[config.mk]
export PLATFORM = sky130hd
export DESIGN_NAME = instr_fetch_unit
export DESIGN_NICKNAME = d
export VERILOG_FILES = /design/src/rtl/instr_fetch_unit.sv
export SDC_FILE = /design/constraint.sdc
export NUM_CORES = 1
export LEC_CHECK = 0
export ABC_CLOCK_PERIOD_IN_PS = 3350
export BUFFER_PORTS_ARGS = -buffer_cell sky130_fd_sc_hd__clkbuf_2
export CORE_MARGIN = 2
export CORE_UTILIZATION = 50
export CTS_CLUSTER_DIAMETER = 200
export DETAILED_ROUTE_END_ITERATION = 16
export PLACE_DENSITY = 0.84
export SETUP_SLACK_MARGIN = 0.02
export SYNTH_ARGS = -nofsm -noshare
export SYNTH_HDL_FRONTEND = slang
export SYNTH_SLANG_ARGS = --single-unit
[constraint.sdc]
create_clock -name Clk -period 3.35 [get_ports Clk]
set_input_delay 0.335 -clock Clk [delete_from_list [all_inputs] [get_ports Clk]]
set_output_delay 0.335 -clock Clk [all_outputs]
set_load 0.05 [all_outputs]
[src/rtl/instr_fetch_unit.sv]
// Fetch stage: owns the PC, drives the combinational instruction memory and fills the IF/ID register.
// Optional misaligned-redirect trap is compiled in with IFU_MISALIGN_TRAP_EN.
module instr_fetch_unit #(
  parameter logic [31:0] RESET_PC  = 32'h0000_0000,
  parameter int          MEM_WORDS = 1024,
  parameter logic [31:0] HALT_WORD = 32'hFFFF_FFFF
) (
  input  logic        Clk,
  input  logic        Rst_n,
  output logic [31:0] programCounterOut,
  input  logic [31:0] instructionIn,
  input  logic        redirectValid,
  input  logic [31:0] redirectTarget,
  input  logic        idReady,
  output logic        idValid,
  output logic [31:0] idInstruction,
  output logic [31:0] idPcPlus4,
  output logic        halted,
  output logic [31:0] fetchCount,
`ifdef IFU_MISALIGN_TRAP_EN
  output logic        misaligned,
`endif
  output logic [1:0]  dbgState
);

  localparam logic [31:0] MEM_BYTES = 32'(MEM_WORDS * 4);

  typedef enum logic [1:0] {
    RUN        = 2'd0,
    STALL      = 2'd1,
    HALT_DRAIN = 2'd2,
    HALTED     = 2'd3
  } state_t;

  state_t      state_q, state_d;
  logic [31:0] pc_q, pc_d;
  logic        id_valid_q, id_valid_d;
  logic [31:0] id_instr_q, id_instr_d;
  logic [31:0] id_pc4_q, id_pc4_d;
  logic        halted_q, halted_d;
  logic [31:0] count_q, count_d;
  logic        misaligned_q, misaligned_d;

  logic [31:0] pc_seq;
  logic [31:0] target_wrapped;
  logic        accept;
  logic        load_ok;
  logic [31:0] count_inc;

  assign pc_seq         = (pc_q + 32'd4) % MEM_BYTES;
  assign target_wrapped = redirectTarget % MEM_BYTES;
  // Handshake: decode takes the IF/ID word on a cycle where idValid && idReady;
  // idValid never drops without that accept unless a redirect flushes it.
  assign accept         = id_valid_q && idReady;
  assign load_ok        = !id_valid_q || idReady;
  assign count_inc      = (count_q == 32'hFFFF_FFFF) ? count_q : count_q + 32'd1;

  always_comb begin
    state_d      = state_q;
    pc_d         = pc_q;
    id_valid_d   = id_valid_q;
    id_instr_d   = id_instr_q;
    id_pc4_d     = id_pc4_q;
    halted_d     = halted_q;
    count_d      = count_q;
    misaligned_d = misaligned_q;

    case (state_q)
      RUN, STALL: begin
        if (load_ok) begin
          id_valid_d = 1'b1;
          id_instr_d = instructionIn;
          id_pc4_d   = pc_seq;
          pc_d       = pc_seq;
          if (accept) count_d = count_inc;
          state_d    = (instructionIn == HALT_WORD) ? HALT_DRAIN : RUN;
        end else begin
          state_d = STALL;
        end
      end
      HALT_DRAIN: begin
        if (accept) begin
          id_valid_d = 1'b0;
          halted_d   = 1'b1;
          count_d    = count_inc;
          state_d    = HALTED;
        end
      end
      default: ;
    endcase

    // A redirect overrides whatever the state logic chose, including the accept count.
    if (redirectValid && (state_q != HALTED)) begin
      id_valid_d = 1'b0;
      id_instr_d = id_instr_q;
      id_pc4_d   = id_pc4_q;
      count_d    = count_q;
      halted_d   = halted_q;
`ifdef IFU_MISALIGN_TRAP_EN
      if (redirectTarget[1:0] != 2'b00) begin
        pc_d         = pc_q;
        misaligned_d = 1'b1;
        halted_d     = 1'b1;
        state_d      = HALTED;
      end else begin
        pc_d    = target_wrapped;
        state_d = RUN;
      end
`else
      pc_d    = target_wrapped;
      state_d = RUN;
`endif
    end
  end

  always_ff @(posedge Clk or negedge Rst_n) begin
    if (!Rst_n) begin
      state_q      <= RUN;
      pc_q         <= RESET_PC;
      id_valid_q   <= 1'b0;
      id_instr_q   <= 32'd0;
      id_pc4_q     <= 32'd0;
      halted_q     <= 1'b0;
      count_q      <= 32'd0;
      misaligned_q <= 1'b0;
    end else begin
      state_q      <= state_d;
      pc_q         <= pc_d;
      id_valid_q   <= id_valid_d;
      id_instr_q   <= id_instr_d;
      id_pc4_q     <= id_pc4_d;
      halted_q     <= halted_d;
      count_q      <= count_d;
      misaligned_q <= misaligned_d;
    end
  end

  assign programCounterOut = pc_q;
  assign idValid           = id_valid_q;
  assign idInstruction     = id_instr_q;
  assign idPcPlus4         = id_pc4_q;
  assign halted            = halted_q;
  assign fetchCount        = count_q;
  assign dbgState          = state_q;
`ifdef IFU_MISALIGN_TRAP_EN
  assign misaligned        = misaligned_q;
`else
  logic unused_misaligned;
  assign unused_misaligned = misaligned_q ^ misaligned_d;
`endif

endmodule

==> metrics.txt <==
dpl hpwl 7240 um; CTS Hold Bufs 0; Pleak 2.64 nW; startpoint class of the critical path flop; outcome finished clean; GRT Util Overall 0.204; clock-pin slew on the worst setup and hold paths roughly 0.10 ns; VDD IR-drop max between 0.0003 and 0.0004 V; vias post-DR 3360; reg2reg end fetchCount[4]; reported max-cap violation count 0; Clk Latency, worst-skew pair roughly 0.35 ns; Initial Util 0.514; setup violators final 0; Nets slightly above 600; TritonCTS clock tree yes; Peak Freq between 0.4 and 0.5 GHz; Top Ports 200; Final min period 2.46 ns; layout cell share with drive strength beyond 1 0.380; DRT Pass-1 Iters 4; register area share after synthesis 0.514; Iter 0 DRT Violations 114; RSZ-0062 raised after global routing no; pwr dens 600 nW/um2; Critical Path Fanout Max 11; Sink Count 92; met2 WL just under 5000 um; drt drc 0; core area slightly below 9000 um2; vias in the first global route 3331; WL final 9600 um; CTS buffer count 9; root buffer cell clkbuf_8; Syn Area/Cell 11.2 um2; GPL Wtd Cong just over 0.8; area grow syn2layout 19.2%; # rows 34; vias per inst 5.17; Fin Hold WS approximately 0.18 ns; number of routed nets with antenna violations 0; initial antenna violation count 0; Hold Vio Cnt, Final 0; CTS Buffer Depth 2; Synth warnings 0; r2r setup slk 0.89 ns; die height between 90 and 100 um; Yosys reg bits 92; top routing layer in use met4; Least-Margin Pin Slew approximately 1.1 ns; cts repair resizes 0; crit path capture type flop; fin crit share 0.734; first-pass GRT wire length 16000 um; cell depth of the worst flop-to-flop path 7; hold crit path type in2async; # diodes 0; Final Max Tran Viols 0; Crit Path Class reg2reg; PortBufs around 140; pin count of the biggest net entering global routing between 90 and 100; Die X 98.7 um; post-route met1 wirelength 3940 um; synth unique cells 40; CP Data Arrival Time 2.67 ns; H-tree depth 3; Relative slew margins 0.236; met3 WL around 660 um; Die ar. 9730 um2; cells after synthesis between 400 and 500; total congestion overflow 0; TNS Setup 0 ns; FF-to-FF Start fetchCount[0]; CP required between 3 and 4 ns; Post-CTS Setup Bufs 0; Worst Clk Skew 0.0113 ns; Wirelength per Cell 14.8 um; Cell Area, Synth ~4500 um2
layer usage:
layer  up-vias  GRT usage
li1       1589          -
met1      1634      0.256
met2       127      0.342
met3        10     0.0546
met4         0     0.0717
met5         -          0
cell families (layout without fill, tap and decap cells):
group	count (synthesis)	after routing	synth area share
AND/OR/NAND/NOR	129	129	0.163
flip-flops	92	92	0.514
buffers and inverters	62	164	0.0897
XOR/XNOR	45	45	0.0880
multiplexers	41	41	0.103
AO/OA/AOI/OAI	29	29	0.0360
adder cells (fa/ha/maj)	2	2	0.00559
other	1	40	0.000837
metrics by stage:
stage          area [um2]  setup slack, ns  power (W)   util  instances
2_1_floorplan        4630             1.08    0.00216      -        440
3_3_place_gp         5110            0.967    0.00235  0.586        634
3_5_place_dp         5110            0.897    0.00238  0.586        634
4_1_cts              5340            0.891    0.00323  0.612        650
5_1_grt              5340            0.758    0.00334  0.612        650
6_report             5340            0.892    0.00320  0.612        650
placed cells by master, fill, tap and decap left out, types with 9 or more instances in the layout:
cell type	count
nand2_1	32
xnor2_1	17
o21ai_0	13
nor2_1	18
dfrtp_1	92
a21oi_1	11
nor4_1	9
xor2_1	28
clkbuf_2	138
clkbuf_8	10
mux2_2	37
conb_1	40
nand4_1	17
nand3_1	16
cells in the mapped netlist, drive strengths merged:
| cell | number | area [um2] |
|---|---|---|
| inv | 7 | 26.3 |
| and2 | 3 | 18.8 |
| a21oi | 11 | 55.1 |
| nand2 | 32 | 120 |
| nor4b | 2 | 17.5 |
| and3b | 1 | 8.76 |
| dfrtp | 92 | 2300 |
| clkbuf | 6 | 22.5 |
| nor4 | 12 | 103 |
| nand3 | 17 | 97.6 |
| xnor2 | 17 | 149 |
| or4 | 1 | 11.3 |
| buf | 49 | 353 |
| o2111a | 1 | 11.3 |
| a31oi | 2 | 12.5 |
| or3 | 1 | 6.26 |
| and3 | 4 | 25.0 |
| o21ai | 13 | 65.1 |
| conb | 1 | 3.75 |
| nor3b | 2 | 15.0 |
| or2 | 1 | 6.26 |
| o41ai | 1 | 8.76 |
| nor2b | 2 | 12.5 |
| ha | 2 | 25.0 |
| a31o | 1 | 8.76 |
| nor2 | 19 | 71.3 |
| nand4b | 1 | 8.76 |
| nand4 | 17 | 106 |
| nor3 | 9 | 55.1 |
| and4 | 5 | 46.3 |
| xor2 | 28 | 245 |
| mux2 | 38 | 432 |
| mux2i | 3 | 30.0 |
worst max-delay path by stage:
stage / end / depth (start not counted) / slack, ns / startpoint
6_report: fetchCount[4] / 7 / 0.89 / fetchCount[0]
5_1_grt: fetchCount[4] / 7 / 0.76 / fetchCount[0]
4_1_cts: fetchCount[4] / 7 / 0.89 / fetchCount[0]
3_5_place_dp: fetchCount[4] / 7 / 0.90 / fetchCount[0]
3_3_place_gp: fetchCount[4] / 7 / 0.97 / fetchCount[0]
2_1_floorplan: fetchCount[1] / 7 / 1.08 / fetchCount[0]
area by class of cell:
class                   count  area (um2)
repair buffers            141         713
inverters                   7        26.3
clock buffers              10         138
multi-input cells         286        1930
clock inverters             6        93.8
flip-flops and latches     92        2300
fillers                   696        3380
well taps                 108         135
state kept, by name, indices dropped and copies added, names as in the netlist:
name and flops:
programCounterOut 12, idInstruction 32, idValid 1, halted 1
fetchCount 32, idPcPlus4 12, dbgState 2
critical path, stage by stage, from the launching register on:
cell,delay [ns]
dfrtp_1,0.46
ha_1,0.20
nand2_1,0.13
or3_1,0.38
nor3_2,0.58
buf_4,0.32
nor4b_1,0.08
xor2_1,0.17
power by group:
| part | leakage, nW | internal (W) | switching (W) |
|---|---|---|---|
| logic | 1.39 | 0.000232 | 0.000759 |
| registers | 1.14 | 0.00124 | 0.000122 |
| clock network | 0.113 | 0.000448 | 0.000404 |
| total | 2.64 | 0.00192 | 0.00128 |
(Power assumes the default switching activity.)
